## config.mk

```make
export PLATFORM = sky130hd
export DESIGN_NAME = dac_spi_receiver
export DESIGN_NICKNAME = d
export VERILOG_FILES = /design/src/rtl/dac_spi_receiver.sv
export SDC_FILE = /design/constraint.sdc
export NUM_CORES = 1
export LEC_CHECK = 0
export BUFFER_PORTS_ARGS = -buffer_cell sky130_fd_sc_hd__buf_2
export CAP_MARGIN = 20
export CORE_MARGIN = 2
export CORE_UTILIZATION = 40
export CTS_BUF_LIST = sky130_fd_sc_hd__clkbuf_2
export CTS_CLUSTER_SIZE = 25
export DETAILED_ROUTE_END_ITERATION = 7
export GPL_TIMING_DRIVEN = 0
export PLACE_DENSITY = 0.54
export SKIP_CTS_REPAIR_TIMING = 1
export SYNTH_ARGS = -nofsm -noshare
export SYNTH_HDL_FRONTEND = slang
export SYNTH_SLANG_ARGS = --single-unit
```

## constraint.sdc

```tcl
create_clock -name CLK_50M -period 2.9 [get_ports CLK_50M]
set_clock_uncertainty 0.2 [all_clocks]
set_input_delay 0 -clock CLK_50M [delete_from_list [all_inputs] [get_ports CLK_50M]]
set_output_delay 0 -clock CLK_50M [all_outputs]
set_load 0.005 [all_outputs]
```

## src/rtl/dac_spi_receiver.sv

```systemverilog
// ---------------------------------------------------------------------------
// dac_spi_receiver
//   LTC2624-compatible SPI slave. Oversamples the serial link on CLK_50M,
//   deserialises 32-bit frames, decodes cmd/addr/data and keeps per-channel
//   input and output registers for channels A..D.
//
// Ports
//   CLK_50M      system clock
//   RESET_N      synchronous active-low reset
//   SPI_SCK      serial clock from the master (asynchronous, oversampled)
//   SPI_MOSI     serial data, MSB first, valid at SCK rising edge
//   DAC_CS       active-low frame select
//   DAC_CLR      active-low clear (synchronised)
//   dac_a..dac_d channel output registers
//   pd_mask      per-channel power-down flags [D:A]
//   frame_valid  one-cycle strobe when a good frame commits
//   frame_cmd    last committed command
//   frame_addr   last committed address
//   frame_data   last committed data field
//   frame_err    one-cycle strobe on a short or long frame
// ---------------------------------------------------------------------------
module dac_spi_receiver #(
    parameter int FRAME_BITS  = 32,
    parameter int DATA_BITS   = 12,
    parameter int SYNC_STAGES = 2
) (
    input  logic                 CLK_50M,
    input  logic                 RESET_N,
    input  logic                 SPI_SCK,
    input  logic                 SPI_MOSI,
    input  logic                 DAC_CS,
    input  logic                 DAC_CLR,
    output logic [DATA_BITS-1:0] dac_a,
    output logic [DATA_BITS-1:0] dac_b,
    output logic [DATA_BITS-1:0] dac_c,
    output logic [DATA_BITS-1:0] dac_d,
    output logic [3:0]           pd_mask,
    output logic                 frame_valid,
    output logic [3:0]           frame_cmd,
    output logic [3:0]           frame_addr,
    output logic [DATA_BITS-1:0] frame_data,
    output logic                 frame_err
);

    localparam int               CNT_W    = $clog2(FRAME_BITS + 1);
    localparam logic [CNT_W-1:0] CNT_FULL = CNT_W'(FRAME_BITS);
    localparam logic [CNT_W-1:0] CNT_LAST = CNT_W'(FRAME_BITS - 1);

    typedef enum logic [1:0] {IDLE, SHIFT, FULL, COMMIT} state_t;

    state_t state, state_nxt;

    logic [SYNC_STAGES-1:0] sck_p0, cs_p0, mosi_p0, clr_p0;
    logic                   sck_p1, cs_p1;
    logic                   sck_s, cs_s, mosi_s, clr_s;
    logic                   sck_rise, cs_fall, cs_rise;

    logic [FRAME_BITS-1:0]  shreg;
    logic [CNT_W-1:0]       count;
    logic                   ovf;
    logic                   commit_ok;

    logic [3:0]             w_cmd, w_addr;
    logic [DATA_BITS-1:0]   w_data;
    logic [3:0]             hit;

    logic [DATA_BITS-1:0]   in_reg  [4];
    logic [DATA_BITS-1:0]   out_reg [4];
    logic [DATA_BITS-1:0]   in_nxt  [4];
    logic [DATA_BITS-1:0]   out_nxt [4];
    logic [3:0]             pd_nxt;

    logic                   unused_bits;

    // Synchroniser stage: the chains are deliberately not reset so they keep
    // tracking the pins while RESET_N is low; a master that raises CS during
    // reset then produces no spurious edge at release.
    always_ff @(posedge CLK_50M) begin
        sck_p0  <= {sck_p0[SYNC_STAGES-2:0],  SPI_SCK};
        cs_p0   <= {cs_p0[SYNC_STAGES-2:0],   DAC_CS};
        mosi_p0 <= {mosi_p0[SYNC_STAGES-2:0], SPI_MOSI};
        clr_p0  <= {clr_p0[SYNC_STAGES-2:0],  DAC_CLR};
        sck_p1  <= sck_p0[SYNC_STAGES-1];
        cs_p1   <= cs_p0[SYNC_STAGES-1];
    end

    assign sck_s  = sck_p0[SYNC_STAGES-1];
    assign cs_s   = cs_p0[SYNC_STAGES-1];
    assign mosi_s = mosi_p0[SYNC_STAGES-1];
    assign clr_s  = clr_p0[SYNC_STAGES-1];

    // SCK edges are only meaningful while the frame is selected.
    assign sck_rise = sck_s & ~sck_p1 & ~cs_s;
    assign cs_fall  = ~cs_s & cs_p1;
    assign cs_rise  = cs_s & ~cs_p1;

    assign w_cmd     = shreg[23:20];
    assign w_addr    = shreg[19:16];
    assign w_data    = shreg[15 -: DATA_BITS];
    assign commit_ok = (state == COMMIT) && (count == CNT_FULL) && !ovf;

    assign unused_bits = ^{shreg[FRAME_BITS-1:24], shreg[15-DATA_BITS:0]};

    always_ff @(posedge CLK_50M) begin
        if (!RESET_N) state <= IDLE;
        else          state <= state_nxt;
    end

    always_comb begin
        state_nxt = state;
        case (state)
            IDLE:    if (cs_fall) state_nxt = SHIFT;
            SHIFT: begin
                if (cs_rise)                              state_nxt = COMMIT;
                else if (sck_rise && (count == CNT_LAST)) state_nxt = FULL;
            end
            FULL:    if (cs_rise) state_nxt = COMMIT;
            COMMIT:  state_nxt = IDLE;
            default: state_nxt = IDLE;
        endcase
    end

    // Command decode. Address 4'hF selects every channel; other
    // out-of-range addresses select none.
    always_comb begin
        for (int ch = 0; ch < 4; ch++)
            hit[ch] = (w_addr == 4'(ch)) || (w_addr == 4'hF);
    end

    always_comb begin
        in_nxt  = in_reg;
        out_nxt = out_reg;
        pd_nxt  = pd_mask;
        if (commit_ok) begin
            case (w_cmd)
                4'b0000: for (int ch = 0; ch < 4; ch++)
                    if (hit[ch]) in_nxt[ch] = w_data;
                4'b0001: for (int ch = 0; ch < 4; ch++)
                    if (hit[ch]) begin
                        out_nxt[ch] = in_reg[ch];
                        pd_nxt[ch]  = 1'b0;
                    end
                4'b0010: begin
                    // Write the addressed input first, then update every
                    // output from the freshly written inputs.
                    for (int ch = 0; ch < 4; ch++)
                        if (hit[ch]) in_nxt[ch] = w_data;
                    for (int ch = 0; ch < 4; ch++)
                        out_nxt[ch] = in_nxt[ch];
                    pd_nxt = 4'b0000;
                end
                4'b0011: for (int ch = 0; ch < 4; ch++)
                    if (hit[ch]) begin
                        in_nxt[ch]  = w_data;
                        out_nxt[ch] = w_data;
                        pd_nxt[ch]  = 1'b0;
                    end
                4'b0100: for (int ch = 0; ch < 4; ch++)
                    if (hit[ch]) pd_nxt[ch] = 1'b1;
                default: ;
            endcase
        end
        // Clear dominates any simultaneous command; pd_mask is left alone.
        if (!clr_s) begin
            for (int ch = 0; ch < 4; ch++) begin
                in_nxt[ch]  = '0;
                out_nxt[ch] = '0;
            end
        end
    end

    // Frame capture / commit stage
    always_ff @(posedge CLK_50M) begin
        if (!RESET_N) begin
            shreg       <= '0;
            count       <= '0;
            ovf         <= 1'b0;
            frame_valid <= 1'b0;
            frame_err   <= 1'b0;
            frame_cmd   <= '0;
            frame_addr  <= '0;
            frame_data  <= '0;
            pd_mask     <= '0;
            for (int ch = 0; ch < 4; ch++) begin
                in_reg[ch]  <= '0;
                out_reg[ch] <= '0;
            end
        end else begin
            frame_valid <= 1'b0;
            frame_err   <= 1'b0;
            case (state)
                IDLE: if (cs_fall) begin
                    shreg <= '0;
                    count <= '0;
                    ovf   <= 1'b0;
                end
                SHIFT: if (sck_rise) begin
                    shreg <= {shreg[FRAME_BITS-2:0], mosi_s};
                    count <= count + 1'b1;
                end
                FULL: if (sck_rise) ovf <= 1'b1;
                COMMIT: begin
                    if (commit_ok) begin
                        frame_valid <= 1'b1;
                        frame_cmd   <= w_cmd;
                        frame_addr  <= w_addr;
                        frame_data  <= w_data;
                    end else begin
                        frame_err   <= 1'b1;
                    end
                end
                default: ;
            endcase
            in_reg  <= in_nxt;
            out_reg <= out_nxt;
            pd_mask <= pd_nxt;
        end
    end

    assign dac_a = out_reg[0];
    assign dac_b = out_reg[1];
    assign dac_c = out_reg[2];
    assign dac_d = out_reg[3];

endmodule

```

## Word level (Yosys, flattened, before mapping)

Cells that the tools add are included.

- Register bits: 165
- Input port bits: 6
- Output and inout port bits: 74
- Logic and storage cells: 139

- Add/subtract/negate cells: 1
- Eq/ne operators: 34
- Muxes and demuxes: 38
- Bitwise operators: 7
- Reductions and logical operators: 32

Operators with widths:

| cell | count |
|---|---|
| $mux W12 | 12 |
| $pmux W48 S3 | 1 |
| $mux W24 | 2 |
| $pmux W24 S2 | 1 |
| $ne A2 B2 Y1 const B | 16 |
| $reduce_and A4 Y1 | 8 |
| $eq A4 B2 Y1 const B | 4 |
| $mux W1 | 12 |
| $mux W6 | 2 |
| $pmux W4 S3 | 1 |
| $pmux W6 S2 | 1 |
| $reduce_and A3 Y1 | 3 |
| $eq A4 B1 Y1 const B | 2 |
| $logic_not A4 Y1 | 2 |
| $mux W2 | 4 |
| $ne A2 B1 Y1 const B | 4 |
| $pmux W2 S4 | 1 |
| $reduce_and A2 Y1 | 4 |
| $add A6 B1 Y6 const B | 1 |
| $eq A6 B5 Y1 const B | 1 |
| $eq A6 B6 Y1 const B | 1 |
| $reduce_bool A3 Y1 | 2 |
| $and A1 B1 Y1 | 4 |
| $eq A2 B2 Y1 const B | 2 |
| other kinds (13) | 21 |

## Depth between registers and ports, before layout

Gate-level depths: netlist of run 1.

- Depth in word-level cells: 7
- Depth in mapped cells: 8
- Mapped depth without buffers: 7

## Least setup slack after synthesis of run 1

No wires, ideal clock.

- Kind: flip-flop to flip-flop
- From: reg state[1]
- To: reg in_reg[2] (netlist bit)
- Setup time: 0.128 ns
- Arrival: 1.696 ns
- Required time: 2.572 ns
- Path slack: 0.876 ns
- Stages on the path, launching flop included: 8
- Path buffers: 1
- Clock period less this slack: 2.024 ns
- Path through: dfxtp_1 ha_1 and4b_1 o2111ai_1 nor3b_2 buf_6 mux2i_1 nor2_1

- Longest elaborated chain between the ends: 4

RTL lines:

| what | RTL line | RTL |
|---|---|---|
| start: declaration | 51 | `state_t state, state_nxt;` |
| start signal: assignment | 106 | `else state <= state_nxt;` |
| $eq A2 B2 Y1 | 100 | `assign commit_ok = (state == COMMIT) && (count == CNT_FULL) && !ovf;` |
| $logic_and A1 B1 Y1 (2 in a row) | 100 |  |
| $reduce_and A2 Y1 (no line) | -- |  |
| end signal: assignment | 214 | `in_reg <= in_nxt;` |
| end: declaration | 67 | `logic [DATA_BITS-1:0] in_reg [4];` |

Every way passes these cells.
A chain may end at the register's enable or synchronous reset.

## Final worst setup path of run 1

- From: reg count[0]
- To: reg out_reg (netlist bit dac_c[5])

- Longest elaborated chain between the ends: 4

RTL lines:

| what | RTL line | RTL |
|---|---|---|
| start: declaration | 59 | `logic [CNT_W-1:0] count;` |
| start signal: assignment | 199 | `count <= count + 1'b1;` |
| $eq A6 B6 Y1 | 100 |  |
| $logic_and A1 B1 Y1 (2 in a row) | 100 |  |
| $reduce_and A4 Y1 (no line) | -- |  |
| end signal: assignment | 215 | `out_reg <= out_nxt;` |
| end: declaration | 68 | `logic [DATA_BITS-1:0] out_reg [4];` |

Every way passes these cells.

==> results of run 1 <==
layer usage:
layer / GRT usage / up-vias / share of wire
li1: - / 2735 / -
met1: 0.281 / 2520 / 0.50
met2: 0.307 / 127 / 0.44
met3: 0.0403 / 16 / 0.044
met4: 0.0573 / 0 / 0.011
met5: 0 / - / 0
area by class of cell:
class | instances | area [µm²]
Sequential cell | 165 | 3300
Clock buffer | 21 | 105
Multi-Input combinational cell | 498 | 3060
Inverter | 9 | 33.8
Fill cell | 1656 | 8800
Antenna cell | 1 | 2.50
Buffer | 63 | 333
Tap cell | 220 | 275
Clock inverter | 7 | 109
Timing Repair Buffer | 89 | 500
critical path, cell delays in order, from the launching register on:
cell	delay, ns
dfxtp_1	0.40
inv_1	0.09
ha_1	0.15
and4b_1	0.28
nand3_1	0.28
a21oi_2	0.39
clkbuf_1	0.40
a21oi_1	0.13
report_power, final:
group          switching (mW)  leakage, nW  internal (mW)
clock                   0.757        0.143          0.470
sequential             0.0208         1.33           2.30
combinational           0.295         1.44          0.114
cells by family after synthesis:
kind of cell / after synthesis / synth area share
AND/OR/NAND/NOR: 243 / 0.157
XOR/XNOR: 6 / 0.00781
adder cells (fa/ha/maj): 7 / 0.0130
buffers and inverters: 72 / 0.0545
flip-flops: 165 / 0.491
AO/OA/AOI/OAI: 157 / 0.151
multiplexers: 85 / 0.126
per-stage QoR:
step | instance area [µm²] | worst slack, ns
after floorplan | 6730 | 0.876
after global placement | 7400 | 0.530
after detailed placement | 7400 | 0.466
after CTS | 7610 | 0.429
after global routing | 7720 | 0.225
final | 7720 | 0.436
worst min path at each step:
| stage | from | to | slack, ns | cells after the start |
|---|---|---|---|---|
| 2_1_floorplan | DAC_CLR | clr_p0[0]$_DFF_P_ | -0.17 | 0 |
| 6_report | cs_p0[0]$_DFF_P_ | cs_p0[1]$_DFF_P_ | 0.15 | 0 |
| 5_1_grt | sck_p0[0]$_DFF_P_ | sck_p0[1]$_DFF_P_ | 0.15 | 0 |
| 3_3_place_gp | SPI_MOSI | mosi_p0[0]$_DFF_P_ | -0.1 | 1 |
| 4_1_cts | DAC_CLR | clr_p0[0]$_DFF_P_ | -0.92 | 1 |
| 3_5_place_dp | DAC_CLR | clr_p0[0]$_DFF_P_ | -0.1 | 1 |
synth_stat cells (12+ instances only):
cell	count	area [µm²]
dfxtp_1	165	3300
nand2_1	100	375
mux2i_1	85	851
nor2_1	85	319
a21oi_1	54	270
o21ai_0	33	165
clkbuf_1	30	113
nand3_1	28	140
buf_2	17	85.1
a211oi_1	15	113
a21boi_0	13	97.6
a31oi_1	12	75.1
==> impl_metrics.tcl, run 1 <==
set metrics [dict create \
    grt_antenna_before_repair 1 \
    p_per_area_nw_per_um2 512 \
    yosys_warnings 0 \
    nNetsFinal 856 \
    routed_wl_mm 17.2 \
    finalPower_mw 3.95 \
    synth_fp_nets 748 \
    place_inst 1033 \
    via_per_inst 5.03 \
    synth-async-reset-ratio 0 \
    ant_nets 0 \
    core_um2 16500 \
    max_freq_ghz 0.406 \
    cts_buffer_depth 2 \
    mappedNetlistArea_um2 6730 \
    crit_path_start "count[0]$_SDFFE_PN0P_" \
    die_area_um2 17900 \
    status "finished, final reports clean" \
    end_kind "register" \
    setup_viol 0 \
    drt_first_iter_violations 375 \
    synth_seq_cells 165 \
    drc 0 \
    final_common_cell "dfxtp_1" \
    synth_edf_count 0 \
    maxCapViolCount 0 \
    final_cell_mix "dfxtp_1 (165), nand2_1 (100), buf_2 (95)" \
    final_core_util 0.467 \
    clk_pin_slew_ns 0.23 \
    fin_crit_ns 2.46 \
    endpoint "dac_c[5]$_SDFFE_PN0P_" \
    r2r_slack_ns 0.44 \
    crit_arrival_ns 2.87 \
    num_vias 5398 \
    dr.pass1.iters 5 \
    cts.htree.levels 4 \
    slew_viol_final 0 \
    clock_latency_ns 0.73 \
    grt_pass1_wl_mm 28.0 \
    cts.sinks 165 \
    start_util 0.407 \
    avgRoutedWirePerCell_um 16.0 \
    grt-ovfl-total 0 \
    cts_tree "built" \
    min-delay-path-class "register to register" \
    yosysUniqueCellTypes 51 \
    worst_hold_slack_ns 0.149 \
    largest_register_ffs 48 \
    root_buffer "clkbuf_2" \
    dieWidth_um 134 \
    cts_buffers 17 \
    regToRegEndpoint "dac_c[5]$_SDFFE_PN0P_" \
    syn_inst 735 \
    gp_congestion 0.872 \
    peakVddDrop_v 0.000298 \
    slew-limit-headroom 0.512 \
    grt.total_usage 0.198 \
    r2r_start "count[0]$_SDFFE_PN0P_" \
    yosysSeqAreaShare 0.491 \
    fin_cells 1073 \
    port_buffers 78 \
    row_count 47 \
    cellLeakagePower_nw 2.92 \
    io_pins 80 \
    worstMarginPinSlew_ns 0.723 \
    path_class "register to register" \
    fin_crit_sh 0.850 \
    r2r_cells 7 \
    crit_required_ns 3.30 \
    tns_ns 0 \
    hpwl_mm 12.1 \
    rsz0062_at_grt "false" \
    start_kind "register" \
    finalHoldViolCount 0 \
    drive_gt1_frac 0.182 \
    die_h_um 134 \
    grt_pass1_vias 5221 \
    area_delta_synth_final_pct 14.7 \
    grt_max_degree 17 \
    ys.flop_type "dfxtp_1" \
    worstPathMaxFanout 10 \
    synth_area_per_cell_um2 9.16 \
]
Note: power is estimated with default switching activity, not from simulation.
==> inputs of run 2 (changes only) <==
PLACE_DENSITY = 0.57   (was 0.54)
clock period = 2.1 ns   (was 2.9 ns; I/O delays follow)
==> impl_metrics.tcl, run 2 (synthesis gave the netlist of run 1 again) <==
set metrics [dict create \
    clock_latency_ns 0.75 \
    fillCellCount 1509 \
    fin_crit_sh 1.07 \
    drt_first_iter_violations 328 \
    routed_wl_mm 18.6 \
    final_cell_mix "dfxtp_1 (158), nand2_1 (100), buf_2 (92)" \
    worstHoldEndpoint "count[5]$_SDFFE_PN0P_" \
    io_pins 80 \
    cts_tree "built" \
    place_worst_setup_slack_ns -0.387 \
    regToRegEndpoint "in_reg[2]$_SDFFE_PN0P_" \
    worstPathMaxFanout 5 \
    clk_pin_slew_ns 0.23 \
    area_delta_synth_final_pct 29.6 \
    multiInputGateArea_um2 3390 \
    critical_path.cell_chain "inv_4 -> ha_4 -> and4b_2 -> o2111ai_4 -> nor3b_2 -> buf_4 -> buf_12 -> mux2i_2 -> nor2_1" \
    final_cell_area_um2 8730 \
    largest_register_ffs 48 \
    combPwrFrac 0.128 \
    slowest_stage "dfxtp_4" \
    hpwl_mm 12.3 \
    setup_viol 79 \
    via_per_inst 5.11 \
    core_um2 16500 \
    p_per_area_nw_per_um2 704 \
    r2r_slack_ns -0.15 \
    slew_viol_final 0 \
    maxCapViolCount 0 \
    r2r_cells 9 \
    slew-limit-headroom 0.544 \
    switchingPower_mw 1.65 \
    violations "negative setup slack" \
    rsz0062_at_grt "true" \
    finalHoldViolCount 0 \
    crit_arrival_ns 2.69 \
    r2r_start "count[0]$_SDFFE_PN0P_" \
    grt_antenna_before_repair 1 \
    crit_required_ns 2.54 \
    grt.total_usage 0.194 \
    fin_crit_ns 2.25 \
    nNetsFinal 896 \
    end_kind "register" \
    die_area_um2 17900 \
    cts_buffers 17 \
    worst_hold_slack_ns 0.107 \
    status "finished, violations left" \
    die_h_um 134 \
    postPlaceCellArea_um2 7400 \
    drc 0 \
    cts_buffer_depth 2 \
    cts.sinks 165 \
    max_freq_ghz 0.444 \
    grt_pass1_vias 5312 \
    row_count 47 \
    power.internal_mw 4.50 \
    grt_max_degree 17 \
    drive_gt1_frac 0.311 \
    worstMarginPinSlew_ns 0.684 \
    dieWidth_um 134 \
    dr.pass1.iters 7 \
    cts.htree.levels 4 \
    grt-ovfl-total 0 \
    setup_slack_ns -0.153 \
    avgRoutedWirePerCell_um 16.6 \
    seqPwrFrac 0.525 \
    port_buffers 78 \
    min-delay-start "RESET_N" \
    start_util 0.407 \
    root_buffer "clkbuf_2" \
    power_switching_share 0.268 \
    start_kind "register" \
    min-delay-path-class "primary input to register" \
    peakVddDrop_v 0.000658 \
    slowest_delay_ns 0.42 \
    gp_congestion 0.820 \
    ant_nets 0 \
    final_common_cell "dfxtp_1" \
    num_vias 5711 \
    path_class "register to register" \
    p_clk_frac 0.348 \
    min_path_cells 4 \
    cellLeakagePower_nw 3.31 \
    seq_area_um2 3320 \
    grt_pass1_wl_mm 27.2 \
    finalPower_mw 6.15 \
]
[run 2: worst max-delay path by stage]
| stage | from | end | slack (ns) | depth (start not counted) |
|---|---|---|---|---|
| CTS | state[1]$_SDFFE_PN0P_ | in_reg[3]$_SDFFE_PN0P_ | -0.43 | 7 |
| global route | clr_p0[1]$_DFF_P_ | dac_b[2]$_SDFFE_PN0P_ | -0.30 | 5 |
| global placement | state[1]$_SDFFE_PN0P_ | in_reg[8]$_SDFFE_PN0P_ | -0.33 | 7 |
| finish | count[0]$_SDFFE_PN0P_ | in_reg[2]$_SDFFE_PN0P_ | -0.15 | 9 |
| floorplan | state[1]$_SDFFE_PN0P_ | in_reg[2]$_SDFFE_PN0P_ | 0.08 | 7 |
| detailed placement | state[1]$_SDFFE_PN0P_ | in_reg[8]$_SDFFE_PN0P_ | -0.39 | 7 |
[run 2: final cells by class]
class                   instances  area share
clock inverters                14      0.0267
repair buffers                130       0.107
clock buffers                  18      0.0103
inverters                       9     0.00459
multi-input cells             498       0.389
well taps                     220      0.0315
diodes                          1    0.000287
flip-flops and latches        165       0.381
plain buffers                  62      0.0499
[run 2: critical path: cells and delay by family, from the launching register on]
| family | cells | cell delay [ns] |
|---|---|---|
| buffers and inverters | 3 | 0.37 |
| AOI/OAI and AO/OA | 1 | 0.20 |
| muxes | 1 | 0.20 |
| and+or+nand+nor | 3 | 0.64 |
| adders and majority gates | 1 | 0.11 |
| DFF | 1 | 0.42 |
[run 2: per-layer routing]
layer	vias up	routed length (µm)	part of all wire	GRT usage
li1	2821	-	-	-
met2	111	8930	0.48	0.309
met4	0	284	0.015	0.0703
met3	21	665	0.036	0.0415
met5	-	0	0	0
met1	2758	8700	0.47	0.261
[run 2: stage by stage]
step | std cells | utilization | setup TNS (ns)
2_1_floorplan | 735 | - | 0
3_3_place_gp | 1033 | 0.448 | -22.65
3_5_place_dp | 1033 | 0.448 | -28.97
4_1_cts | 1065 | 0.467 | -36.17
5_1_grt | 1117 | 0.528 | -15.70
6_report | 1117 | 0.528 | -6.23
[run 2: power by group through the flow]
| stage | sequential, mW | combinational (mW) | clock [mW] |
|---|---|---|---|
| 6_report | 3.22 | 0.784 | 2.14 |
| 5_1_grt | 3.23 | 0.856 | 2.30 |
| 2_1_floorplan | 3.25 | 0.396 | 0 |
| 3_5_place_dp | 3.26 | 0.534 | 0 |
| 4_1_cts | 3.20 | 0.537 | 2.18 |
| 3_3_place_gp | 3.26 | 0.512 | 0 |
==> inputs of run 3 (changes only) <==
--- a/config.mk
+++ b/config.mk
@@ -6,4 +6,5 @@
 export NUM_CORES = 1
 export LEC_CHECK = 0
+export ABC_AREA = 1
 export BUFFER_PORTS_ARGS = -buffer_cell sky130_fd_sc_hd__buf_2
 export CAP_MARGIN = 20
@@ -14,5 +15,5 @@
 export DETAILED_ROUTE_END_ITERATION = 7
 export GPL_TIMING_DRIVEN = 0
-export PLACE_DENSITY = 0.57
+export PLACE_DENSITY = 0.56
 export SKIP_CTS_REPAIR_TIMING = 1
 export SYNTH_ARGS = -nofsm -noshare
--- a/constraint.sdc
+++ b/constraint.sdc
@@ -3,3 +3,3 @@
 set_input_delay 0 -clock CLK_50M [delete_from_list [all_inputs] [get_ports CLK_50M]]
 set_output_delay 0 -clock CLK_50M [all_outputs]
-set_load 0.005 [all_outputs]
+set_load 0.05 [all_outputs]
==> impl_metrics.tcl, run 3 <==
set metrics [dict create \
    synth_top_family_by_area "simple AND/OR/NAND/NOR gates" \
    cts_buffer_depth 2 \
    largest_register_ffs 48 \
    root_buffer "clkbuf_2" \
    die_area_um2 21300 \
    grt_pass1_wl_mm 38.9 \
    port_buffers 79 \
    final_core_util 0.474 \
    cts_buffers 17 \
    gp_congestion 0.829 \
    synth_xor_area_frac 0 \
    slew_viol_final 0 \
    final_common_cell "nand2_1" \
    ys_top_cells_by_count "nand2_1 (308), dfxtp_1 (165), nor2_1 (160)" \
    p_clk_frac 0.329 \
    status "finished, final reports clean" \
    slew-limit-headroom 0.614 \
    wl_met2_mm 10.9 \
    drc 0 \
    yosys-top-cells-area "dfxtp_1 (41%), nand2_1 (14%), nor2_1 (7.5%)" \
    final_cell_mix "nand2_1 (308), nor2_1 (158), dfxtp_1 (157)" \
    die_h_um 146 \
    clk_pin_slew_ns 0.30 \
    finalPower_mw 5.93 \
    routed.top_layer "met4" \
    wl_met1_mm 11.8 \
    grt_pass1_vias 7028 \
    clock_latency_ns 0.80 \
    peakVddDrop_v 0.000429 \
    seqPwrFrac 0.541 \
    end_kind "register" \
    crit_family "simple AND/OR/NAND/NOR gates" \
    path_class "register to register" \
    finalHoldViolCount 0 \
    routed_wl_mm 25.2 \
    setup_viol 0 \
    synth_top_cell_by_area "dfxtp_1" \
    crit_arrival_ns 2.59 \
    place_inst 1560 \
    nNetsFinal 1340 \
    setup_slack_ns 0.0657 \
    max_freq_ghz 0.492 \
    cts_tree "built" \
    crit_required_ns 2.66 \
    slowest_delay_ns 0.56 \
    worst_hold_slack_ns 0.0360 \
    p_per_area_nw_per_um2 639 \
    synth_top_area_share 0.410 \
    fin_crit_sh 0.969 \
    worstPathMaxFanout 10 \
    synth_area_per_cell_um2 6.62 \
    place_worst_setup_slack_ns -0.0671 \
    worstMarginPinSlew_ns 0.579 \
    drt_first_iter_violations 675 \
    drive_gt1_frac 0.162 \
    avgRoutedWirePerCell_um 15.7 \
    synth-compound-area-share 0.143 \
    switchingPower_mw 1.88 \
    start_util 0.411 \
    combPwrFrac 0.130 \
    cts.htree.levels 4 \
    row_count 51 \
    critical_path.cell_chain "nand2_1 -> inv_1 -> buf_2 -> nand3_1 -> nand2_1 -> nand3b_1 -> nor2_1 -> nor2_1" \
    yosys_warnings 0 \
    area_delta_synth_final_pct 15.2 \
    synth_seq_cells 165 \
    synth.most_common_cell "nand2_1" \
    fin_crit_ns 2.03 \
    start_kind "register" \
    grt-ovfl-total 0 \
    ys.flop_type "dfxtp_1" \
    synthAdderAreaFrac 0.0109 \
    mappedNetlistArea_um2 8050 \
    synth-async-reset-ratio 0 \
    ant_nets 0 \
    power.internal_mw 4.05 \
    yosysSeqAreaShare 0.410 \
    syn_inst 1216 \
    wl_met3_mm 1.78 \
    synth_fp_nets 1229 \
    rsz0062_at_grt "true" \
    cts.sinks 165 \
    muxShareOfSynthArea 0 \
    cellLeakagePower_nw 4.41 \
    slowest_stage "dfxtp_1" \
    grt_max_degree 18 \
    core_um2 19600 \
    fin_cells 1607 \
    hpwl_mm 17.4 \
    critPathBufInv 2 \
    via_per_inst 4.94 \
    yosysUniqueCellTypes 32 \
    dr.pass1.iters 5 \
    io_pins 80 \
    grt.total_usage 0.233 \
    power_switching_share 0.317 \
    min-delay-path-class "primary input to register" \
    synthSimpleGateAreaFrac 0.322 \
    dieWidth_um 146 \
    maxCapViolCount 0 \
    num_vias 7942 \
    synth_edf_count 0 \
    grt_antenna_before_repair 1 \
]
## run 3: layer usage
| layer | global-route usage | vias to the layer above |
|---|---|---|
| li1 | - | 4072 |
| met1 | 0.325 | 3557 |
| met2 | 0.358 | 272 |
| met3 | 0.0455 | 41 |
| met4 | 0.0838 | 0 |
| met5 | 0 | - |
## run 3: power by group through the flow
stage	combinational, mW	clock, mW	sequential, mW
CTS	0.678	2.00	3.21
detailed placement	0.678	0	3.26
finish	0.769	1.95	3.21
floorplan	0.496	0	3.26
global placement	0.683	0	3.26
global route	0.859	2.13	3.22
## run 3: metrics by stage
step | TNS [ns] | area, µm²
final | 0 | 9280
after global routing | -0.333 | 9280
after CTS | -3.21 | 9050
after detailed placement | -1.07 | 8780
after global placement | -1.12 | 8780
after floorplan | 0 | 8050
## run 3: worst min-delay path: cells and delay by family
family	cells	cell delay [ns]
AOI/OAI and AO/OA	2	0.17
buffers and inverters	3	0.88
## run 3: path summary, 6_finish.rpt
check	to	from	slack (ns)	depth (start not counted)
max	dac_b[7]$_SDFFE_PN0P_	shreg[20]$_SDFFE_PN0P_	0.07	8
min	frame_cmd[3]$_SDFFE_PN0P_	RESET_N	0.04	5
max reg2reg	dac_b[7]$_SDFFE_PN0P_	shreg[20]$_SDFFE_PN0P_	0.07	8
min reg2reg	sck_p0[1]$_DFF_P_	sck_p0[0]$_DFF_P_	0.15	0
## run 3: layout make-up
type                       count  area, µm²
timing repair inverter         1       5.00
tap                          265        332
inverter                     146        559
clock buffer                  17       85.1
fill                        2115      10300
timing repair buffer          91        510
multi-input combinational    836       3870
antenna                        2       5.00
sequential                   165       3320
clock inverter                15        188
buffer                        69        404
## run 3: kinds of logic after synthesis
| family | count (synthesis) |
|---|---|
| AOI/OAI and AO/OA | 227 |
| and+or+nand+nor | 602 |
| buffers and inverters | 215 |
| adders and majority gates | 7 |
| DFF | 165 |
